**src/rtl/paddle_ctrl.sv**
```systemverilog
// Paddle game controller: synchronizes and debounces the three buttons, paces
// paddle moves with a tick divider, and sequences IDLE/PLAY/PAUSED/OVER.
module paddle_ctrl #(
  parameter int SCREEN_W  = 640,
  parameter int PADDLE_W  = 64,
  parameter int TICK_DIV  = 250000,
  parameter int DB_CYCLES = 500000
) (
  input  logic       clk,
  input  logic       reset,
  input  logic       btn_left,
  input  logic       btn_right,
  input  logic       btn_pause,
  input  logic       game_over,
  input  logic [9:0] x_pos,
  output logic       move_left,
  output logic       move_right,
  output logic       pause,
  output logic       load_init,
  output logic       start_out,
  output logic [1:0] state
);

  localparam int DB_W   = $clog2(DB_CYCLES + 1);
  localparam int TICK_W = $clog2(TICK_DIV);
  localparam logic [10:0] X_MAX = 11'(SCREEN_W - PADDLE_W);

  typedef enum logic [1:0] {
    ST_IDLE   = 2'd0,
    ST_PLAY   = 2'd1,
    ST_PAUSED = 2'd2,
    ST_OVER   = 2'd3
  } state_e;

  // Button vectors: bit 0 = left, bit 1 = right, bit 2 = pause.
  logic [2:0]      sync1_q, sync2_q;
  logic [2:0]      db_q, db_d;
  logic [DB_W-1:0] db_cnt_q [3];
  logic [DB_W-1:0] db_cnt_d [3];
  logic            pause_prev_q;
  logic            pause_edge;

  logic [TICK_W-1:0] tick_cnt_q, tick_cnt_d;
  logic              tick;

  state_e state_q, state_d;
  logic   move_left_q, move_left_d;
  logic   move_right_q, move_right_d;
  logic   pause_q, load_init_q, start_out_q;

  // A level is accepted only after DB_CYCLES consecutive cycles that differ
  // from the current debounced value; any return to it restarts the count.
  always_comb begin
    db_d = db_q;
    for (int i = 0; i < 3; i++) begin
      db_cnt_d[i] = '0;
      if (sync2_q[i] != db_q[i]) begin
        if (db_cnt_q[i] == DB_W'(DB_CYCLES - 1)) begin
          db_d[i] = sync2_q[i];
        end else begin
          db_cnt_d[i] = db_cnt_q[i] + DB_W'(1);
        end
      end
    end
  end

  assign pause_edge = db_q[2] & ~pause_prev_q;
  assign tick       = (state_q == ST_PLAY) && (tick_cnt_q == TICK_W'(TICK_DIV - 1));

  always_comb begin
    tick_cnt_d = '0;
    if (state_q == ST_PLAY && !tick) tick_cnt_d = tick_cnt_q + TICK_W'(1);
  end

  always_comb begin
    state_d      = state_q;
    move_left_d  = 1'b0;
    move_right_d = 1'b0;
    unique case (state_q)
      ST_IDLE:   if (db_q[0] || db_q[1]) state_d = ST_PLAY;
      ST_PLAY: begin
        if (game_over) begin
          state_d = ST_OVER;
        end else if (pause_edge) begin
          state_d = ST_PAUSED;
        end else if (tick) begin
          move_left_d  = db_q[0] && !db_q[1] && (x_pos != 10'd0);
          move_right_d = db_q[1] && !db_q[0] && ({1'b0, x_pos} < X_MAX);
        end
      end
      ST_PAUSED: begin
        if (game_over)       state_d = ST_OVER;
        else if (pause_edge) state_d = ST_PLAY;
      end
      ST_OVER:   if (pause_edge) state_d = ST_IDLE;
      default:   state_d = ST_IDLE;
    endcase
  end

  always_ff @(posedge clk or negedge reset) begin
    if (!reset) begin
      sync1_q      <= '0;
      sync2_q      <= '0;
      db_q         <= '0;
      for (int i = 0; i < 3; i++) db_cnt_q[i] <= '0;
      pause_prev_q <= 1'b0;
      tick_cnt_q   <= '0;
      state_q      <= ST_IDLE;
      move_left_q  <= 1'b0;
      move_right_q <= 1'b0;
      pause_q      <= 1'b0;
      load_init_q  <= 1'b1;
      start_out_q  <= 1'b1;
    end else begin
      sync1_q      <= {btn_pause, btn_right, btn_left};
      sync2_q      <= sync1_q;
      db_q         <= db_d;
      for (int i = 0; i < 3; i++) db_cnt_q[i] <= db_cnt_d[i];
      pause_prev_q <= db_q[2];
      tick_cnt_q   <= tick_cnt_d;
      state_q      <= state_d;
      move_left_q  <= move_left_d;
      move_right_q <= move_right_d;
      pause_q      <= (state_d == ST_PAUSED) || (state_d == ST_OVER);
      load_init_q  <= (state_d == ST_IDLE);
      start_out_q  <= (state_d == ST_IDLE);
    end
  end

  assign move_left  = move_left_q;
  assign move_right = move_right_q;
  assign pause      = pause_q;
  assign load_init  = load_init_q;
  assign start_out  = start_out_q;
  assign state      = state_q;

endmodule

```
**config.mk**
```make
export PLATFORM = sky130hd
export DESIGN_NAME = paddle_ctrl
export DESIGN_NICKNAME = d
export VERILOG_FILES = /design/src/rtl/paddle_ctrl.sv
export SDC_FILE = /design/constraint.sdc
export NUM_CORES = 1
export LEC_CHECK = 0
export ABC_AREA = 1
export CAP_MARGIN = 20
export CORE_MARGIN = 2
export CORE_UTILIZATION = 60
export DETAILED_ROUTE_END_ITERATION = 10
export PLACE_DENSITY = 0.79
export SETUP_SLACK_MARGIN = 0.05
export SLEW_MARGIN = 20
export SYNTH_ARGS = -nofsm -noshare
export SYNTH_HDL_FRONTEND = slang
export SYNTH_SLANG_ARGS = --single-unit
```
**constraint.sdc**
```tcl
create_clock -name clk -period 3.35 [get_ports clk]
set_input_delay 0.67 -clock clk [delete_from_list [all_inputs] [get_ports clk]]
set_output_delay 0.67 -clock clk [all_outputs]
set_load 0.05 [all_outputs]
```
# Word-level counts from Yosys, hierarchy flattened
# Cells that the tools add are included.
totals:
  register_bits: 91
  output_inout_bits: 7
classes:
  add_sub_neg: 4
  n_lt_le_gt_ge: 1
  eq_ne: 12
  n_mux: 22
  n_bitwise: 2
  reduce_logical: 17
ops:
  columns: ["cell", "n"]
  rows:
  - ["two-way mux 19 bit", 6]
  - ["adder 19 x 1 -> 19 bit (second input constant)", 3]
  - ["equality test 19 bit (second input constant)", 3]
  - ["adder 18 x 1 -> 18 bit (second input constant)", 1]
  - ["equality test 18 bit (second input constant)", 1]
  - ["two-way mux 18 bit", 1]
  - ["two-way mux 2 bit", 6]
  - ["< comparator 10 bit (second input constant)", 1]
  - ["nonzero test 10 bit", 1]
  - ["equality test 2 bit (second input constant)", 4]
  - ["two-way mux 1 bit", 8]
  - ["one-hot mux 2 bit (4 select lines)", 1]
  - ["logical AND 1 bit", 6]
  - ["AND reduction 2 bit", 3]
  - ["zero test 2 bit", 2]
  - ["zero test 1 bit", 3]
  - ["!= test 1 bit", 3]
  - ["equality test 2 x 1 -> 1 bit (second input constant)", 1]
  - ["logical OR 1 bit", 2]
  - ["bitwise AND 1 bit", 1]
  - ["inverter 1 bit", 1]

# Depth between registers and ports, before layout
depth:
  word_depth: 7
  mapped_depth: 9
  ltp_nobuf: 8

# Least setup slack after synthesis
# No wires, ideal clock.
synth_timing:
  path_kind: "register -> output"
  startpoint: "register start_out_q, in the netlist start_out"
  endpoint: "output start_out"
  t_arrival_ns: 0.917
  required_ns: 2.680
  path_slack_ns: 1.763
  stages_incl_launch_ff: 2
  path_buffers: 1
  cell_sequence: "dfstp_2 -> buf_4"
synth_lines:
  columns: ["item", "line_no", "source"]
  rows:
  - ["start, declared", "49", "logic pause_q, load_init_q, start_out_q;"]
  - ["start signal, assigned", "126", "start_out_q <= (state_d == ST_IDLE);"]
  - ["end, declared", "20", "output logic start_out,"]
# No word-level cell between the ends.

# Worst setup path in the final report
layout_timing:
  startpoint: "register start_out_q, in the netlist start_out"
  endpoint: "output start_out"
# No word-level cell between the ends.

==> reports/metrics.cfg <==
[worst_setup_path]
reg2regPathDepth=6
worst_setup_path_end_kind=primary output
worstPathArrival_ns=1.71
worstSetupPathType=reg -> out
cpPeakStageDelay_ns=0.80
ff2ff_setup_slack_ns=1.73
start_kind=flop
crit_buf_inv=1
crit_chain=clkdlybuf4s50_1
slowest_stage=clkdlybuf4s50_1
reg2reg_to=db_cnt_q[46]$_DFF_PN0_
r2r_start=db_cnt_q[38]$_DFF_PN0_
crit_family=buffers and inverters
critPathMaxFanout=2
critPathRequiredTime_ns=2.68

[synthesis]
synth.avg_cell_area_um2=7.60
synth_top_area_cell=dfrtp_1
synth_top_area_share_pct=47.3
syn_nets=647
synth_area_um2=4760
yosys_warnings=0
synth.top_cells.by_area=dfrtp_1 47%, nor2_1 13%, nand2_1 12%
synthCells=627
ys_ff_latch=91
synth_cell_types=31
ys_seq_area_share_pct=47.8

[sta]
fmax_mhz=420
final.setup_skew_ns=0.0150
finalSetupTns_ns=0
setup_viol=0
worst_slew_pin_slew_ns=0.778
fin_ws_ns=0.969
hold_viol_final=0
min_period_over_period_pct=71.1
slew_headroom_pct=48.2
slew_violations=0
rsz0062_at_grt=no
min_period_ns=2.38

[layout]
syn2layout_area_growth_pct=11.4
final_cell_mix=163 x nor2_1, 149 x nand2_1, 90 x dfrtp_1
fillers=639
fin_nets=680
layout_commonest_cell=nor2_1
drive_above_1_share_pct=7.37
antenna_cells=0

[die]
die-area_um2=8670
start_util_pct=61.6
rows=32
die_y_um=93.1
io_pins=23
coreArea_um2=7730
die_x_um=93.1

[drt]
wl_per_cell_um=11.9
via_per_inst=5.07
drt_iter0_markers=190
firstDrtPassIters=4
ant_nets=0
finalWirelength_mm=9.09
drcViolationCount=0
num_vias=3890

[global_routing]
overflow=0
grt_antenna_before_repair=0
track_usage_pct=23.5
grt_pass1_vias=3903
grt_max_degree=65
grt_first_pass_wirelength_mm=16.5

[clock_network]
cts_setup_buffers=0
ctsResizeCount=0
clkSinkCount=91
cts_buffer_depth=2
clk_latency_ns=0.36
cts_hold_buffers=0
cts_tree=done
cts_buffers=9
root_buffer=clkbuf_8
clk_pin_slew_ns=0.10
h-tree-depth=3

[power]
powerDensity_nw_per_um2=382
cellLeakagePower_nw=2.21
vdd_drop_max_mv=0.338

[place]
routabilityCongestion=0.884
post-dp-hpwl_mm=6.69
port_buffers=22
post-place-ws_ns=1.35

[worst_hold_path]
hold-path-cell-count=0
hold_end=sync2_q[2]$_DFF_PN0_
hp-start=sync1_q[2]$_DFF_PN0_
hold_path_class=reg -> reg

[job]
cap_viol_max_count=0

[run_status]
run_status=completed

==> area by class of cell <==
type / count / area (um2) / share of cell area [%]
timing repair buffer: 24 / 233 / 4.39
sequential: 91 / 2280 / 42.9
tap: 102 / 128 / 2.41
multi-input combinational: 459 / 2180 / 41.0
clock inverter: 6 / 72.6 / 1.37
clock buffer: 10 / 138 / 2.59
inverter: 75 / 282 / 5.31
==> sequential cells by signal, indices dropped and copies added, names as in the netlist, 2 cells and up <==
name        count
sync1_q         3
db_cnt_q       57
db_q            3
state           2
sync2_q         3
tick_cnt_q     18
==> how the worst max path moves through the flow <==
stage	cells past startpoint	slack, ns	startpoint	endpoint
6_report	1	0.97	start_out$_DFF_PN1_	start_out
5_1_grt	1	0.94	start_out$_DFF_PN1_	start_out
4_1_cts	1	0.95	start_out$_DFF_PN1_	start_out
3_5_place_dp	1	1.35	start_out$_DFF_PN1_	start_out
3_3_place_gp	1	1.38	start_out$_DFF_PN1_	load_init
2_1_floorplan	1	1.76	start_out$_DFF_PN1_	start_out
==> power by group <==
| part | leakage, nW | internal (mW) | switching, mW |
|---|---|---|---|
| Combinational | 0.879 | 0.0395 | 0.0818 |
| Clock | 0.103 | 0.373 | 0.405 |
| Sequential | 1.23 | 1.11 | 0.0110 |
==> cell usage after synthesis <==
master	count
nand3_2	2
dfstp_2	1
a21oi_1	7
nor2b_1	2
nand2_1	149
xnor2_2	1
nor2_2	18
nand3_1	28
nor2_1	163
nor3_1	15
nor2_4	1
o21bai_1	1
nand2_4	1
o21a_1	3
o22ai_1	2
buf_12	1
o21ai_0	8
inv_2	3
ha_1	4
inv_1	72
o21ai_1	2
buf_4	1
xnor2_1	5
a211oi_1	1
a21oi_2	1
nand4_1	6
nand2_2	2
dfrtp_1	90
nor3b_1	1
nor4_1	2
xor2_1	34
==> per-stage QoR <==
stage | std cells | util [%] | power (mW) | hold WS [ns] | instance area, um2
2_1_floorplan | 627 | - | 1.22 | 0.331 | 4760
3_3_place_gp | 751 | 65.9 | 1.27 | 0.336 | 5100
3_5_place_dp | 751 | 65.9 | 1.27 | 0.336 | 5100
4_1_cts | 767 | 68.7 | 2.04 | 0.357 | 5310
5_1_grt | 767 | 68.7 | 2.12 | 0.359 | 5310
6_report | 767 | 68.7 | 2.03 | 0.357 | 5310
==> cells by family after synthesis <==
family | count (synthesis) | synth area share (%)
buf+inv | 77 | 6.49
simple gates | 390 | 34.1
flops | 91 | 47.8
compound gates | 25 | 3.02
fa+ha+maj | 4 | 1.05
xor+xnor | 40 | 7.51
==> per-layer routing <==
metal  up-vias  track usage, %  part of all wire (%)
met4         0            6.74                   1.2
met3        10            4.27                   4.1
met2        82            40.3                    48
met5         -               0                     0
li1       1986               -                     -
met1      1812            30.8                    47
Note: power is estimated with default switching activity, not from simulation.
